<file path="src/rtl/btn_conditioner_if.sv">
// Button conditioner bus: raw buttons in, debounced levels and step strobes out.
interface btn_conditioner_if;
  logic [1:0] btn;
  logic [1:0] btn_level;
  logic       up_pulse;
  logic       down_pulse;

  modport master (
    output btn,
    input  btn_level,
    input  up_pulse,
    input  down_pulse
  );

  modport slave (
    input  btn,
    output btn_level,
    output up_pulse,
    output down_pulse
  );
endinterface

</file>
<file path="src/rtl/btn_conditioner.sv">
// Up/down push-button conditioner: sync, debounce, and per-button step pulses
// with hold-to-auto-repeat, feeding the servo position counter.
module btn_conditioner #(
  parameter int DEBOUNCE_CYCLES = 250000,
  parameter int HOLD_CYCLES     = 12500000,
  parameter int REPEAT_CYCLES   = 2500000
) (
  input  logic                clk,
  input  logic                rst,
  btn_conditioner_if.slave    bus
);

  localparam logic [23:0] DB_LAST   = 24'(DEBOUNCE_CYCLES - 1);
  localparam logic [23:0] HOLD_LAST = 24'(HOLD_CYCLES - 1);
  localparam logic [23:0] REP_LAST  = 24'(REPEAT_CYCLES - 1);

  typedef enum logic [1:0] {
    IDLE   = 2'd0,
    DELAY  = 2'd1,
    REPEAT = 2'd2
  } state_t;

  logic [1:0] sync_p0;
  logic [1:0] sync_p1;
  logic [1:0] level;
  logic [1:0] step_due;
  logic       up_q;
  logic       down_q;

  // Stage p0/p1: two-flop synchroniser for the asynchronous buttons
  always_ff @(posedge clk) begin
    if (rst) begin
      sync_p0 <= 2'b00;
      sync_p1 <= 2'b00;
    end else begin
      sync_p0 <= bus.btn;
      sync_p1 <= sync_p0;
    end
  end

  for (genvar i = 0; i < 2; i++) begin : g_bit
    logic        lvl;
    logic [23:0] db_cnt;
    state_t      state;
    logic [23:0] timer;

    // Debounce: the level flips only after DEBOUNCE_CYCLES consecutive
    // disagreeing samples; any agreement discards the partial count.
    always_ff @(posedge clk) begin
      if (rst) begin
        lvl    <= 1'b0;
        db_cnt <= 24'd0;
      end else if (sync_p1[i] == lvl) begin
        db_cnt <= 24'd0;
      end else if (db_cnt == DB_LAST) begin
        lvl    <= ~lvl;
        db_cnt <= 24'd0;
      end else begin
        db_cnt <= db_cnt + 24'd1;
      end
    end

    always_ff @(posedge clk) begin
      if (rst) begin
        state <= IDLE;
        timer <= 24'd0;
      end else if (!lvl) begin
        state <= IDLE;
        timer <= 24'd0;
      end else begin
        case (state)
          IDLE: begin
            state <= DELAY;
            timer <= 24'd0;
          end
          DELAY: begin
            if (timer == HOLD_LAST) begin
              state <= REPEAT;
              timer <= 24'd0;
            end else begin
              timer <= timer + 24'd1;
            end
          end
          REPEAT: begin
            if (timer == REP_LAST) begin
              timer <= 24'd0;
            end else begin
              timer <= timer + 24'd1;
            end
          end
          default: begin
            state <= IDLE;
            timer <= 24'd0;
          end
        endcase
      end
    end

    // A request is due on the same edge the FSM takes its step transition;
    // a low level (release) suppresses it.
    assign step_due[i] = lvl && ((state == IDLE) ||
                                 ((state == DELAY)  && (timer == HOLD_LAST)) ||
                                 ((state == REPEAT) && (timer == REP_LAST)));
    assign level[i] = lvl;
  end

  // Stage p2: registered, mutually exclusive step strobes
  always_ff @(posedge clk) begin
    if (rst) begin
      up_q   <= 1'b0;
      down_q <= 1'b0;
    end else begin
      up_q   <= step_due[0] && !(&level);
      down_q <= step_due[1] && !(&level);
    end
  end

  assign bus.btn_level  = level;
  assign bus.up_pulse   = up_q;
  assign bus.down_pulse = down_q;

endmodule

</file>
<file path="src/flat_wrapper.sv">
// flat-port wrapper written by rule: the top's interface ports become plain ports
module btn_conditioner_flat 
#(
  parameter int DEBOUNCE_CYCLES = 250000,
  parameter int HOLD_CYCLES     = 12500000,
  parameter int REPEAT_CYCLES   = 2500000
)
  (clk, rst, bus_btn, bus_btn_level, bus_up_pulse, bus_down_pulse);
  btn_conditioner_if bus_i ();
  input  logic clk;
  input  logic rst;
  input wire logic [$bits(bus_i.btn)-1:0] bus_btn;
  output wire logic [$bits(bus_i.btn_level)-1:0] bus_btn_level;
  output wire logic [$bits(bus_i.up_pulse)-1:0] bus_up_pulse;
  output wire logic [$bits(bus_i.down_pulse)-1:0] bus_down_pulse;
  assign bus_i.btn = bus_btn;
  assign bus_btn_level = bus_i.btn_level;
  assign bus_up_pulse = bus_i.up_pulse;
  assign bus_down_pulse = bus_i.down_pulse;
  btn_conditioner #(.DEBOUNCE_CYCLES(DEBOUNCE_CYCLES), .HOLD_CYCLES(HOLD_CYCLES), .REPEAT_CYCLES(REPEAT_CYCLES)) u_core (.clk(clk), .rst(rst), .bus(bus_i));
endmodule
</file>
<file path="config.mk">
export PLATFORM = sky130hd
export DESIGN_NAME = btn_conditioner_flat
export DESIGN_NICKNAME = d
export VERILOG_FILES = /design/src/rtl/btn_conditioner_if.sv /design/src/rtl/btn_conditioner.sv /design/src/flat_wrapper.sv
export SDC_FILE = /design/constraint.sdc
export NUM_CORES = 1
export LEC_CHECK = 0
export BUFFER_PORTS_ARGS = -buffer_cell sky130_fd_sc_hd__buf_2
export CAP_MARGIN = 10
export CELL_PAD_IN_SITES_DETAIL_PLACEMENT = 1
export CELL_PAD_IN_SITES_GLOBAL_PLACEMENT = 1
export CORE_UTILIZATION = 44
export CTS_CLUSTER_DIAMETER = 50
export CTS_CLUSTER_SIZE = 10
export DETAILED_ROUTE_END_ITERATION = 6
export HOLD_SLACK_MARGIN = 0.05
export PLACE_DENSITY_LB_ADDON = 0.25
export SYNTH_ARGS = -nofsm -noshare
export SYNTH_HDL_FRONTEND = slang
export SYNTH_SLANG_ARGS = --single-unit
</file>
<file path="constraint.sdc">
create_clock -name clk -period 2.1 [get_ports clk]
set_input_delay 0.525 -clock clk [delete_from_list [all_inputs] [get_ports clk]]
set_output_delay 0.525 -clock clk [all_outputs]
set_load 0.05 [all_outputs]
</file>
==> run_results.csv <==
group,metric,value,unit
status,status,"complete, no violations",
sta,setup_viol,0,
critical_path,slowest_stage,"o41ai_1",
sta,final_max_slew_viol_count,0,
floorplanning,io-pin-count,8,
synthesis,synth_top_area_cell,"dfxtp_1",
sta,fin_setup_tns,0,ns
synthesis,synth_xor_area_share,8.761,%
layout,layout-drive-gt1-share,11.88,%
global_route,gr-usage-met2,38.22,%
critical_path,r2r_start,"u_core.g_bit[1].timer[0]$_SDFF_PP0_",
layout,design_area,0.005877,mm2
sta,final_hold_viol_count,0,
sta,max_freq,0.4968,GHz
synthesis,synthDistinctLibCells,47,
cts,postCtsHoldBufs,0,
power,p_total,3.755,mW
synthesis,synth_warnings,0,
power,p_per_area,638.9,mW/mm2
sta,tightest_slew,0.4892,ns
power,power.leakage,1.746,nW
sta,skew,0.007111,ns
critical_path,max_stage_delay,0.57,ns
synthesis,synth_area,0.005199,mm2
layout,fillers,1322,
floorplanning,dieArea,0.01225,mm2
global_route,grt_max_degree,25,
hold_path,worstHoldStart,"bus_btn[1]",
layout,fin_cells,766,
synthesis,synth_top_area_share,41.59,%
critical_path,critPathLaunch,"u_core.g_bit[1].timer[0]$_SDFF_PP0_",
cts,path_clk_slew,0.08,ns
floorplanning,die_y,110.7,um
cts,cts_root_buf,"clkbuf_16",
layout,antennaDiodeCount,0,
critical_path,worst_setup_path_start_kind,"flop",
sta,setup_ws,0.08708,ns
critical_path,required,2.39,ns
synthesis,synth_seq_cells,108,
sta,timing.final.crit_share,95.85,%
routing,wire_per_inst,16.54,um
cts,clkLatencyLatePin,0.36,ns
job,cap_viol_max_count,0,
cts,clock-sinks,108,
power,max-vdd-ir-drop,0.0005733,V
routing,ant_nets,0,
layout,fin_nets,634,
cts,cts_buffers,9,
routing,drtIter0Drc,175,
sta,whs,0.3892,ns
cts,htreeDepth,3,
sta,rsz0062_at_grt,"false",
routing,firstDrtPassIters,4,
synthesis,synth-main-ff-cell,"dfxtp_1",
synthesis,synth-async-reset-ratio,0,%
synthesis,synth.most_common_cell,"dfxtp_1",
hold_path,holdCritPathClass,"input port to flop",
floorplanning,start_util,45.34,%
global_route,grt_pass1_wl,22.02,mm
global_route,grt_pass1_vias,4714,
sta,maxSlewHeadroom,66.96,%
synthesis,synth-compound-area-share,14.75,%
cts,cts_buffer_depth,2,
routing,drc,0,
critical_path,worstSetupEndpointType,"flop",
global_route,antenna_found_initial,0,
global_route,grt_overflow,0,
layout,syn2layout_area_growth,13.04,%
synthesis,ys_seq_area_share,41.59,%
synthesis,synthAdderAreaFrac,2.888,%
floorplanning,die_w,110.7,um
placement,placed_area,0.005563,mm2
placement,place_hpwl,8.926,mm
global_route,globalRouteMet1Util,26.08,%
synthesis,synth.top_cells.by_count,"dfxtp_1, nand3_1, a21oi_1, nor2_1, nand2_1",
placement,port_buffers,7,
routing,drt-total-wl,12.67,mm
synthesis,synthTopCellsByArea,"dfxtp_1, xnor2_1, xor2_1",
critical_path,crit_type,"flop to flop",
sta,fin_crit,2.013,ns
critical_path,cpLargestDelayFamily,"compound AO/OA/AOI/OAI gates",
synthesis,syn-num-nets,613,
critical_path,path_cells,"ha_1 > and3_1 > nand3_1 > o41ai_1 > mux2i_1",
synthesis,synthMuxAreaShare,0.3851,%
routing,route.vias.total,4566,
placement,place_congestion,0.7949,
synthesis,avgSynthCellArea,8.708,um2
global_route,track_usage,21.56,%
synthesis,synth-edff-count,0,
critical_path,worstPathMaxFanout,6,
floorplanning,core,0.01147,mm2
placement,dpl_worst_slack,-0.004978,ns
synthesis,synthCells,597,
global_route,top_usage_layer,"met2",
placement,numPlacedInstances,750,
synthesis,synth_top_family_by_area,"simple AND/OR/NAND/NOR gates",
routing,vias_per_cell,5.961,
synthesis,yosys.area_share.simple,27.58,%
cts,cts_tree,"built",
layout,post-route-util,51.25,%
global_route,grt_use_met3,5.249,%
critical_path,path_buf_inv,0,
floorplanning,std_cell_rows,39,
critical_path,arrival,2.30,ns
[timing repair]
action,4_1_cts,5_1_grt
resized for setup,1,7
endpoints found under the setup margin,1,8
pin swaps,0,1
buffers inserted,0,0
[power by group]
part / internal (mW) / switching (mW) / total [mW]
Clock: 0.835 / 0.844 / 1.68
Sequential: 2.05 / 0.00245 / 2.05
Combinational: 0.00866 / 0.0141 / 0.0228
Total: 2.89 / 0.860 / 3.75
[final timing paths]
check | endpoint | slack (ns) | cells past startpoint
hold reg to reg | u_core.g_bit[1].db_cnt[0]$_SDFF_PP0_ | 0.45 | 1
hold / removal | u_core.sync_p0[1]$_SDFF_PP0_ | 0.39 | 2
setup reg to reg | u_core.g_bit[1].state[0]$_SDFFE_PP0P_ | 0.09 | 5
setup / recovery | u_core.g_bit[1].state[0]$_SDFFE_PP0P_ | 0.09 | 5
[logic make-up after synthesis]
| logic type | Yosys count |
|---|---|
| AOI/OAI and AO/OA | 123 |
| muxes | 2 |
| and+or+nand+nor | 248 |
| xor gates and xnor gates | 52 |
| DFF | 108 |
| adders and majority gates | 12 |
| buffers and inverters | 52 |
[sequential cells by signal, indices dropped and copies added, names as in the netlist]
register and cells:
u_core.bus.up_pulse 1, u_core.g_bit.timer 48, u_core.bus.down_pulse 1, u_core.sync_p1 2
u_core.g_bit.db_cnt 48, u_core.sync_p0 2, u_core.g_bit.state 4, u_core.g_bit.lvl 2
[cell type report]
class / instances / area (um2) / area share [%]
Multi-Input combinational cell: 437 / 2854 / 48.56
Sequential cell: 108 / 2165 / 36.83
Timing Repair Buffer: 40 / 307.8 / 5.237
Clock buffer: 9 / 225.2 / 3.832
Tap cell: 143 / 178.9 / 3.045
Inverter: 22 / 82.58 / 1.405
Clock inverter: 7 / 63.81 / 1.086
[cells in the final DEF, fill, tap and decap left out, drive strengths merged, types with 2 or more instances in the layout]
cell type and instances:
a211oi 15, a21oi 36, a221oi 10, a22oi 9
and2 2, and3 16, and4 10, buf 40
clkbuf 9, clkinvlp 2, dfxtp 108, ha 12
inv 27, mux2i 2, nand2 33, nand3 42
nand4 26, nor2 34, nor2b 6, nor3 10
nor4 7, nor4b 9, o21ai 36, o31ai 10
o32a 2, o41ai 2, or3 33, or4 14
xnor2 26, xor2 26
[layer usage]
metal	vias to the layer above	wire length (um)
met5	-	0
li1	2258	-
met3	8	272
met4	0	100
met2	34	6439
met1	2266	5856
No activity file was read; power rests on OpenSTA's default activity.
